<file path="config.mk">
export PLATFORM = sky130hd
export DESIGN_NAME = hazard_controller
export DESIGN_NICKNAME = d
export VERILOG_FILES = /design/src/rtl/hazard_pkg.sv /design/src/rtl/hazard_detect.sv /design/src/rtl/hazard_controller.sv
export SDC_FILE = /design/constraint.sdc
export NUM_CORES = 1
export LEC_CHECK = 0
export BUFFER_PORTS_ARGS = -buffer_cell sky130_fd_sc_hd__buf_2
export CELL_PAD_IN_SITES_DETAIL_PLACEMENT = 0
export CELL_PAD_IN_SITES_GLOBAL_PLACEMENT = 2
export CORE_ASPECT_RATIO = 1.2
export CORE_MARGIN = 2
export CORE_UTILIZATION = 22
export CTS_CLUSTER_DIAMETER = 100
export DETAILED_ROUTE_END_ITERATION = 8
export MAX_ROUTING_LAYER = met4
export PLACE_DENSITY_LB_ADDON = 0.1
export SLEW_MARGIN = 15
export SYNTH_ARGS = -nofsm -noshare
export SYNTH_HDL_FRONTEND = slang
export SYNTH_HIERARCHICAL = 1
export SYNTH_SLANG_ARGS = --single-unit
</file>
<file path="constraint.sdc">
create_clock -name clk -period 1.1 [get_ports clk]
set_input_delay 0.165 -clock clk [delete_from_list [all_inputs] [get_ports clk]]
set_output_delay 0.165 -clock clk [all_outputs]
set_load 0.1 [all_outputs]
</file>
<file path="src/rtl/hazard_pkg.sv">
// -----------------------------------------------------------------------------
// hazard_pkg
// Shared definitions for the MIPS pipeline hazard controller:
//   - state_t      : sequencing FSM encoding (RUN / FLUSH / MEM_WAIT)
//   - REG_ZERO     : architectural register 0 (hard-wired zero, never a hazard)
//   - DEF_*        : default values for the controller parameters
// -----------------------------------------------------------------------------
package hazard_pkg;

    typedef enum logic [1:0] {
        RUN      = 2'd0,
        FLUSH    = 2'd1,
        MEM_WAIT = 2'd2
    } state_t;

    localparam int REG_ZERO         = 0;
    localparam int DEF_FLUSH_CYCLES = 1;
    localparam int DEF_MEM_TIMEOUT  = 64;

endpackage

</file>
<file path="src/rtl/hazard_detect.sv">
// -----------------------------------------------------------------------------
// hazard_detect
// Purely combinational hazard classification for the current cycle.
//
// Ports:
//   id_rs, id_rt, id_uses_rt : source operands of the instruction in ID
//   ex_mem_read, ex_rt       : load in EX and its destination register
//   branch_taken, jump       : ID-resolved control transfer
//   dmem_req, dmem_ready     : MEM-stage data-memory handshake
//   lu                       : load-use hazard (one bubble needed)
//   redir                    : fetch redirect (IF/ID holds a wrong-path instr)
//   freeze                   : data memory still busy, whole pipe must hold
// -----------------------------------------------------------------------------
module hazard_detect
    import hazard_pkg::*;
#(
    parameter int REG_ADDR_W = 5
) (
    input  logic [REG_ADDR_W-1:0] id_rs,
    input  logic [REG_ADDR_W-1:0] id_rt,
    input  logic                  id_uses_rt,
    input  logic                  ex_mem_read,
    input  logic [REG_ADDR_W-1:0] ex_rt,
    input  logic                  branch_taken,
    input  logic                  jump,
    input  logic                  dmem_req,
    input  logic                  dmem_ready,
    output logic                  lu,
    output logic                  redir,
    output logic                  freeze
);

    localparam logic [REG_ADDR_W-1:0] ZERO_REG = REG_ADDR_W'(REG_ZERO);

    logic rs_match;
    logic rt_match;

    assign rs_match = (ex_rt == id_rs);
    // rt only matters when the ID instruction actually sources it (not for
    // I-type destinations), otherwise we would stall needlessly.
    assign rt_match = id_uses_rt & (ex_rt == id_rt);

    // Loads into $zero produce nothing to forward, so they never stall.
    assign lu     = ex_mem_read & (ex_rt != ZERO_REG) & (rs_match | rt_match);
    assign redir  = branch_taken | jump;
    // A ready without a request is meaningless and must not release anything.
    assign freeze = dmem_req & ~dmem_ready;

endmodule

</file>
<file path="src/rtl/hazard_controller.sv">
// -----------------------------------------------------------------------------
// hazard_controller
// Pipeline sequencing controller for the 5-stage MIPS core. Every cycle it
// chooses between advance, load-use stall, redirect/flush and memory freeze
// (priority freeze > load-use > redirect > normal). Outputs are Mealy: the
// decision affects the pipeline in the same cycle it is detected.
//
// Ports:
//   clk, rst              : clock (rising edge), asynchronous active-low reset
//   id_rs/id_rt/id_uses_rt: ID-stage source operands
//   ex_mem_read/ex_rt     : load in EX and its destination
//   branch_taken/jump     : ID-resolved redirect
//   dmem_req/dmem_ready   : data-memory handshake from MEM
//   pc_write              : PC load enable
//   ifid_write/ifid_flush : IF/ID load enable / load a NOP
//   ctrl_flush            : zero the ID control bundle (bubble into EX)
//   pipe_freeze           : hold ID/EX, EX/MEM and MEM/WB
//   mem_timeout           : sticky, registered memory-wait error
//
// Optional build macro HAZARD_PERF_CNT_EN adds 32-bit wrapping counters:
//   perf_stall (load-use cycles), perf_flush (ifid_flush cycles),
//   perf_freeze (freeze cycles).
// -----------------------------------------------------------------------------
module hazard_controller
    import hazard_pkg::*;
#(
    parameter int REG_ADDR_W   = 5,
    parameter int FLUSH_CYCLES = DEF_FLUSH_CYCLES,
    parameter int MEM_TIMEOUT  = DEF_MEM_TIMEOUT
) (
    input  logic                  clk,
    input  logic                  rst,
    input  logic [REG_ADDR_W-1:0] id_rs,
    input  logic [REG_ADDR_W-1:0] id_rt,
    input  logic                  id_uses_rt,
    input  logic                  ex_mem_read,
    input  logic [REG_ADDR_W-1:0] ex_rt,
    input  logic                  branch_taken,
    input  logic                  jump,
    input  logic                  dmem_req,
    input  logic                  dmem_ready,
    output logic                  pc_write,
    output logic                  ifid_write,
    output logic                  ifid_flush,
    output logic                  ctrl_flush,
    output logic                  pipe_freeze,
    output logic                  mem_timeout
`ifdef HAZARD_PERF_CNT_EN
    ,
    output logic [31:0]           perf_stall,
    output logic [31:0]           perf_flush,
    output logic [31:0]           perf_freeze
`endif
);

    // FLUSH_CYCLES is at most 4, so the residual count never exceeds 3.
    localparam int FC_W = 3;
    localparam int WC_W = $clog2(MEM_TIMEOUT + 1);

    localparam logic [FC_W-1:0] FLUSH_RELOAD = FC_W'(FLUSH_CYCLES - 1);
    localparam logic [WC_W-1:0] WAIT_LIMIT   = WC_W'(MEM_TIMEOUT);

    logic lu;
    logic redir;
    logic freeze;

    state_t          state, state_nxt;
    logic [FC_W-1:0] flush_cnt, flush_cnt_nxt;
    logic [WC_W-1:0] wait_cnt, wait_cnt_nxt;
    logic            timeout_nxt;

    // Wait counter stops at the timeout value instead of wrapping.
    function automatic logic [WC_W-1:0] sat_inc(input logic [WC_W-1:0] v);
        if (v >= WAIT_LIMIT)
            return v;
        else
            return v + WC_W'(1);
    endfunction

    hazard_detect #(
        .REG_ADDR_W (REG_ADDR_W)
    ) u_detect (
        .id_rs        (id_rs),
        .id_rt        (id_rt),
        .id_uses_rt   (id_uses_rt),
        .ex_mem_read  (ex_mem_read),
        .ex_rt        (ex_rt),
        .branch_taken (branch_taken),
        .jump         (jump),
        .dmem_req     (dmem_req),
        .dmem_ready   (dmem_ready),
        .lu           (lu),
        .redir        (redir),
        .freeze       (freeze)
    );

    always_ff @(posedge clk or negedge rst) begin
        if (!rst) begin
            state       <= RUN;
            flush_cnt   <= '0;
            wait_cnt    <= '0;
            mem_timeout <= 1'b0;
        end else begin
            state       <= state_nxt;
            flush_cnt   <= flush_cnt_nxt;
            wait_cnt    <= wait_cnt_nxt;
            mem_timeout <= timeout_nxt;
        end
    end

    always_comb begin
        state_nxt     = state;
        flush_cnt_nxt = flush_cnt;
        wait_cnt_nxt  = wait_cnt;
        timeout_nxt   = mem_timeout;
        pc_write      = 1'b1;
        ifid_write    = 1'b1;
        ifid_flush    = 1'b0;
        ctrl_flush    = 1'b0;
        pipe_freeze   = 1'b0;

        if (freeze) begin
            pipe_freeze = 1'b1;
            pc_write    = 1'b0;
            ifid_write  = 1'b0;
            case (state)
                RUN: begin
                    state_nxt    = MEM_WAIT;
                    wait_cnt_nxt = WC_W'(1);
                end
                MEM_WAIT: begin
                    wait_cnt_nxt = sat_inc(wait_cnt);
                    if (wait_cnt_nxt >= WAIT_LIMIT)
                        timeout_nxt = 1'b1;
                end
                FLUSH: begin
                    // Frozen flush window: residual count is held.
                end
                default: state_nxt = RUN;
            endcase
        end else if (state == FLUSH) begin
            // ID holds only bubbles here, so lu/redir are meaningless.
            ifid_flush = 1'b1;
            if (flush_cnt <= FC_W'(1)) begin
                state_nxt     = RUN;
                flush_cnt_nxt = '0;
            end else begin
                flush_cnt_nxt = flush_cnt - FC_W'(1);
            end
        end else begin
            // RUN, or the MEM_WAIT release cycle: both evaluate hazards normally.
            state_nxt    = RUN;
            wait_cnt_nxt = '0;
            if (lu) begin
                pc_write   = 1'b0;
                ifid_write = 1'b0;
                ctrl_flush = 1'b1;
            end else if (redir) begin
                ifid_flush = 1'b1;
                if (FLUSH_CYCLES > 1) begin
                    state_nxt     = FLUSH;
                    flush_cnt_nxt = FLUSH_RELOAD;
                end
            end
        end
    end

`ifdef HAZARD_PERF_CNT_EN
    always_ff @(posedge clk or negedge rst) begin
        if (!rst) begin
            perf_stall  <= '0;
            perf_flush  <= '0;
            perf_freeze <= '0;
        end else begin
            if (ctrl_flush)
                perf_stall <= perf_stall + 32'd1;
            if (ifid_flush)
                perf_flush <= perf_flush + 32'd1;
            if (pipe_freeze)
                perf_freeze <= perf_freeze + 32'd1;
        end
    end
`endif

endmodule

</file>
=== After elaboration in Yosys (flattened, before gate mapping) ===
Cells that the tools add are included.

* $add $sub $neg: 2
* $lt $le $gt $ge: 3
* Equality and inequality tests: 8
* Mux-type cells: 22
* Bitwise operators: 8
* Reduce and logical (&&, ||, !) cells: 7

{| class="wikitable"
|+ Operators by type and width
! kind !! count
|-
| $mux W7 || 5
|-
| $ge A7 B7 Y1 const B || 2
|-
| $pmux W7 S2 || 1
|-
| $mux W1 || 11
|-
| $eq A5 B5 Y1 || 2
|-
| $add A7 B1 Y7 const B || 1
|-
| $mux W2 || 3
|-
| $reduce_and A2 Y1 || 3
|-
| $reduce_bool A5 Y1 || 1
|-
| $and A1 B1 Y1 || 4
|-
| $ne A2 B2 Y1 const B || 2
|-
| $pmux W2 S2 || 1
|-
| $le A3 B1 Y1 const B || 1
|-
| $mux W3 || 1
|-
| $ne A3 B1 Y1 const B || 1
|-
| $ne A3 B2 Y1 const B || 1
|-
| $reduce_and A3 Y1 || 1
|-
| $sub A3 B1 Y3 const B || 1
|-
| $eq A2 B1 Y1 const B || 1
|-
| $eq A2 B2 Y1 const B || 1
|-
| $logic_not A2 Y1 || 1
|-
| $not A1 Y1 || 2
|-
| $or A1 B1 Y1 || 2
|-
| $reduce_or A2 Y1 || 1
|}

* Flip-flop bits (word level): 13
* Input port bits: 23
* Output and inout bits: 6
* Logic and storage cells: 54

=== Depth between registers and ports, before layout ===
* Word-level depth: 7
* Mapped depth: 6
* Mapped depth without buffers: 6

=== By module ===
The synthesis kept the hierarchy.

{| class="wikitable"
|+ Modules (own cells, without submodules)
! module !! times used !! cells each !! area an instance (sq um) !! sequential area each (sq um)
|-
| hazard_controller || 1 || 40 || 441.7 || 225.2
|-
| hazard_detect || 1 || 19 || 145.1 || 0.0
|}

=== Worst setup path after synthesis ===
OpenSTA, ideal clock, no wires.

* Path type: input -> output
* Start: input port dmem_ready
* End: output port ifid_flush
* Arrival: 3.508 ns
* Required time: 0.935 ns
* Slack: -2.573 ns
* Cell stages on the path: 3
* Path buffers: 0
* Cell sequence: nor2b_1 > nor2_1 > and2_1

* Longest elaborated chain between the ends: 3

{| class="wikitable"
|+ RTL lines
! element !! RTL line !! source
|-
| from (decl) || hazard_controller.sv:41 || <nowiki>input logic dmem_ready,</nowiki>
|-
| $not A1 Y1 || hazard_detect.sv:47 || <nowiki>assign freeze = dmem_req & ~dmem_ready;</nowiki>
|-
| $and A1 B1 Y1 || hazard_detect.sv:47 ||
|-
| $mux W1 || hazard_controller.sv:122 || <nowiki>if (freeze) begin</nowiki>
|-
| to (decl) || hazard_controller.sv:44 || <nowiki>output logic ifid_flush,</nowiki>
|}

Every way passes these cells.

=== Final worst setup path ===
* Start: input port ex_rt[0]
* End: output port ifid_flush

* Longest elaborated chain between the ends: 7
* Elaborated cells between the ends (all ways): 10
* Those cells by class: eq/ne: 2; mux: 3; bitwise: 4; reduce/logical: 1

{| class="wikitable"
|+ RTL lines
! element !! RTL line !! source
|-
| from (decl) || hazard_controller.sv:37 || <nowiki>input logic [REG_ADDR_W-1:0] ex_rt,</nowiki>
|-
| $eq A5 B5 Y1 || hazard_detect.sv:41 || <nowiki>assign rt_match = id_uses_rt & (ex_rt == id_rt);</nowiki>
|-
| $and A1 B1 Y1 || hazard_detect.sv:41 ||
|-
| $or A1 B1 Y1 || hazard_detect.sv:44 || <nowiki>assign lu = ex_mem_read & (ex_rt != ZERO_REG) & (rs_match | rt_match);</nowiki>
|-
| $and A1 B1 Y1 (*) || hazard_detect.sv:44 ||
|-
| named net lu || hazard_controller.sv:63 || <nowiki>logic lu;</nowiki>
|-
| $mux W1 (*) || hazard_controller.sv:154 || <nowiki>if (lu) begin</nowiki>
|-
| $mux W1 (*) || hazard_controller.sv:141 || <nowiki>end else if (state == FLUSH) begin</nowiki>
|-
| $mux W1 (*) || hazard_controller.sv:122 ||
|}

Mark *: on every way through the listed nets, which the timed path passes. The rest lies on a longest branch.

==> results.cfg <==
[run_status]
run_status = finished, violations left
violations = negative setup slack

[yosys]
synthesis.nets = 84
synthDistinctLibCells = 28
synth-edff-count = 0
synthesis.area_um2 = 586.8
yosysWarnings = 6
async_flop_share_pct = 100.0
synth.avg_cell_area_um2 = 9.946
synth_compound_area_share_pct = 7.036
synth_seq_area_share_pct = 38.38
synth_top_family_by_area = simple AND/OR/NAND/NOR gates
synthMuxAreaShare_pct = 1.706
ys_ff_latch = 9
synth_simple_gate_area_share_pct = 24.52
synth_ff_type = dfrtp_1
synthCells = 59
synth_xor_area_share_pct = 20.90
synth_fa_ha_area_share_pct = 4.264

[floorplan]
core_area_um2 = 2527
fp.dieH_um = 60.58
die_w_um = 51.15
initial_core_util_pct = 23.22
dieArea_um2 = 3098
rows = 20
ios = 29

[clock_network]
cts_buffer_depth = 2
clk_latency_ns = 0.25
cts_sinks = 9
htreeDepth = 1
cts_buffers = 3
cts-root-buf = clkbuf_4
clkTransAtPathRegs_ns = 0.06
cts_tree = built

[critical_path]
setup.worst_path.start_class = input port
required_ns = 0.94
max_stage_delay_ns = 0.53
path_max_fanout = 3
arrival_ns = 1.44
crit_chain = buf_8, or4_4, o21ai_2, a21oi_2, nor2_4, and2_4, buf_12
critPathTopFamily = simple AND/OR/NAND/NOR gates
ff2ff_path_depth = 4
cp_slowest_cell = or4_4
critPathBufInv = 2
path_class = input port to output port
crit_cells = 7
end_kind = output port

[timing]
setup_ws_ns = -0.5029
setup_viol = 5
fin_crit_ns = 1.603
finalHoldViolCount = 0
finClkSkew_ns = 0.005088
worst_pin_slew_ns = 0.2298
maxSlewHeadroom_pct = 84.65
whs_ns = 0.2506
period_share_pct = 145.7
drv_slew = 0
fmax_ghz = 0.6239
rsz0062_at_grt = true

[cells_and_area]
final.fill_count = 269
layout_commonest_cell = buf_2
regArea_um2 = 229.0
final_nets = 126
diodes = 0
area_delta_synth_final_pct = 83.16
drive_gt1_share_pct = 61.00
mostFrequentLayoutCells = buf_2 (19), xor2_1 (10), buf_4 (7)
multi_input_area_um2 = 421.7

[placement]
gp_congestion = 0.6387
dp_hpwl_um = 1054
port_buffers = 28

[grt]
grt_pass1_vias = 590
grt.total_usage_pct = 10.13
grt_pass1_wl_um = 2304
grt_max_degree = 10
overflow = 0
antenna_found_initial = 0

[detailed_routing]
post_drt_wl_per_cell_um = 9.820
drc = 0
wl_um = 1306
drt-initial-drc-count = 5
first_pass_iters = 2
drt.antenna.violating_nets = 0
via_per_inst = 4.120
vias = 548

[power]
power_uw = 888.0
vdd_ir_drop_max_v = 0.0004054
leakage_nw = 0.5074
powerDensity_nw_per_um2 = 826.2

[min_path]
min_path_type = input port to flip-flop
hold_depth = 3

[flow_run]
max-cap-violations = 0
what timing repair did:
action	in CTS	in global routing
hold buffers	1	0
pin swaps	6	8
gates resized for setup	15	9
endpoints found under the setup margin	9	9
endpoints found under the hold margin	9	0
buffers inserted	1	0
layer usage:
metal / GRT usage [%] / part of all wire [%] / up-vias
met5: - / 0 / -
met4: 4.633 / 0 / 0
met3: 1.478 / 7.4 / 0
met2: 18.00 / 55 / 21
met1: 11.20 / 38 / 247
li1: - / - / 280
metrics by stage:
stage | utilization (%) | TNS [ns] | worst slack (ns) | std cells | area [µm²]
after global placement | 37.38 | -2.448 | -0.5996 | 128 | 944.7
final | 42.52 | -1.925 | -0.5029 | 133 | 1075
after floorplan | - | -3.396 | -0.8829 | 59 | 609.3
after global routing | 42.52 | -2.343 | -0.5603 | 133 | 1075
after detailed placement | 37.38 | -2.479 | -0.6001 | 128 | 944.7
after CTS | 41.63 | -2.003 | -0.5173 | 134 | 1052
registers in the layout, indices dropped and copies added, names as in the netlist:
signal,flops
wait_cnt,7
mem_timeout,1
state,1
worst paths after layout:
| path | startpoint | end | slack (ns) |
|---|---|---|---|
| setup / recovery | ex_rt[0] | ifid_flush | -0.50 |
| hold / removal | dmem_ready | state[1] | 0.25 |
| setup reg to reg | wait_cnt[0] | wait_cnt[2] | -0.03 |
| hold reg to reg | state[1] | wait_cnt[0] | 0.47 |
| max in group asynchronous | rst | wait_cnt[3] | 0.62 |
| min in group asynchronous | rst | wait_cnt[1] | 0.28 |
Yosys cell counts (2+ instances only):
master   count  area (µm²)
ha_1         2       25.02
nand2_1      2       7.510
nand3_1      2       10.01
nor2_1       6       22.52
xnor2_1      4       35.03
xor2_1      10       87.58
a21oi_1      2       10.01
inv_1        2       7.510
dfrtp_1      9       225.2
nor2b_1      2       12.51
area by class of cell:
cell class / instances / share of cell area (%)
timing repair buffer: 39 / 32.48
sequential: 9 / 21.30
tap: 33 / 3.842
inverter: 2 / 0.6985
multi-input combinational: 46 / 39.23
clock buffer: 4 / 2.445
worst register-to-register path: stages (launching register included):
cell and delay (ns):
dfrtp_2 0.46, ha_4 0.20, and2b_1 0.16, xnor2_1 0.14
nor2_1 0.06
cell families after synthesis:
kind of cell,Yosys count
AO/OA/AOI/OAI,7
XOR/XNOR,14
adder cells (fa/ha/maj),2
buffers and inverters,4
flip-flops,9
multiplexers,1
AND/OR/NAND/NOR,22
report_power, final:
group / internal (mW) / switching, mW / total, mW
Sequential: 0.336 / 0.00676 / 0.343
Combinational: 0.141 / 0.160 / 0.301
Clock: 0.139 / 0.105 / 0.244
(Power assumes the default switching activity.)
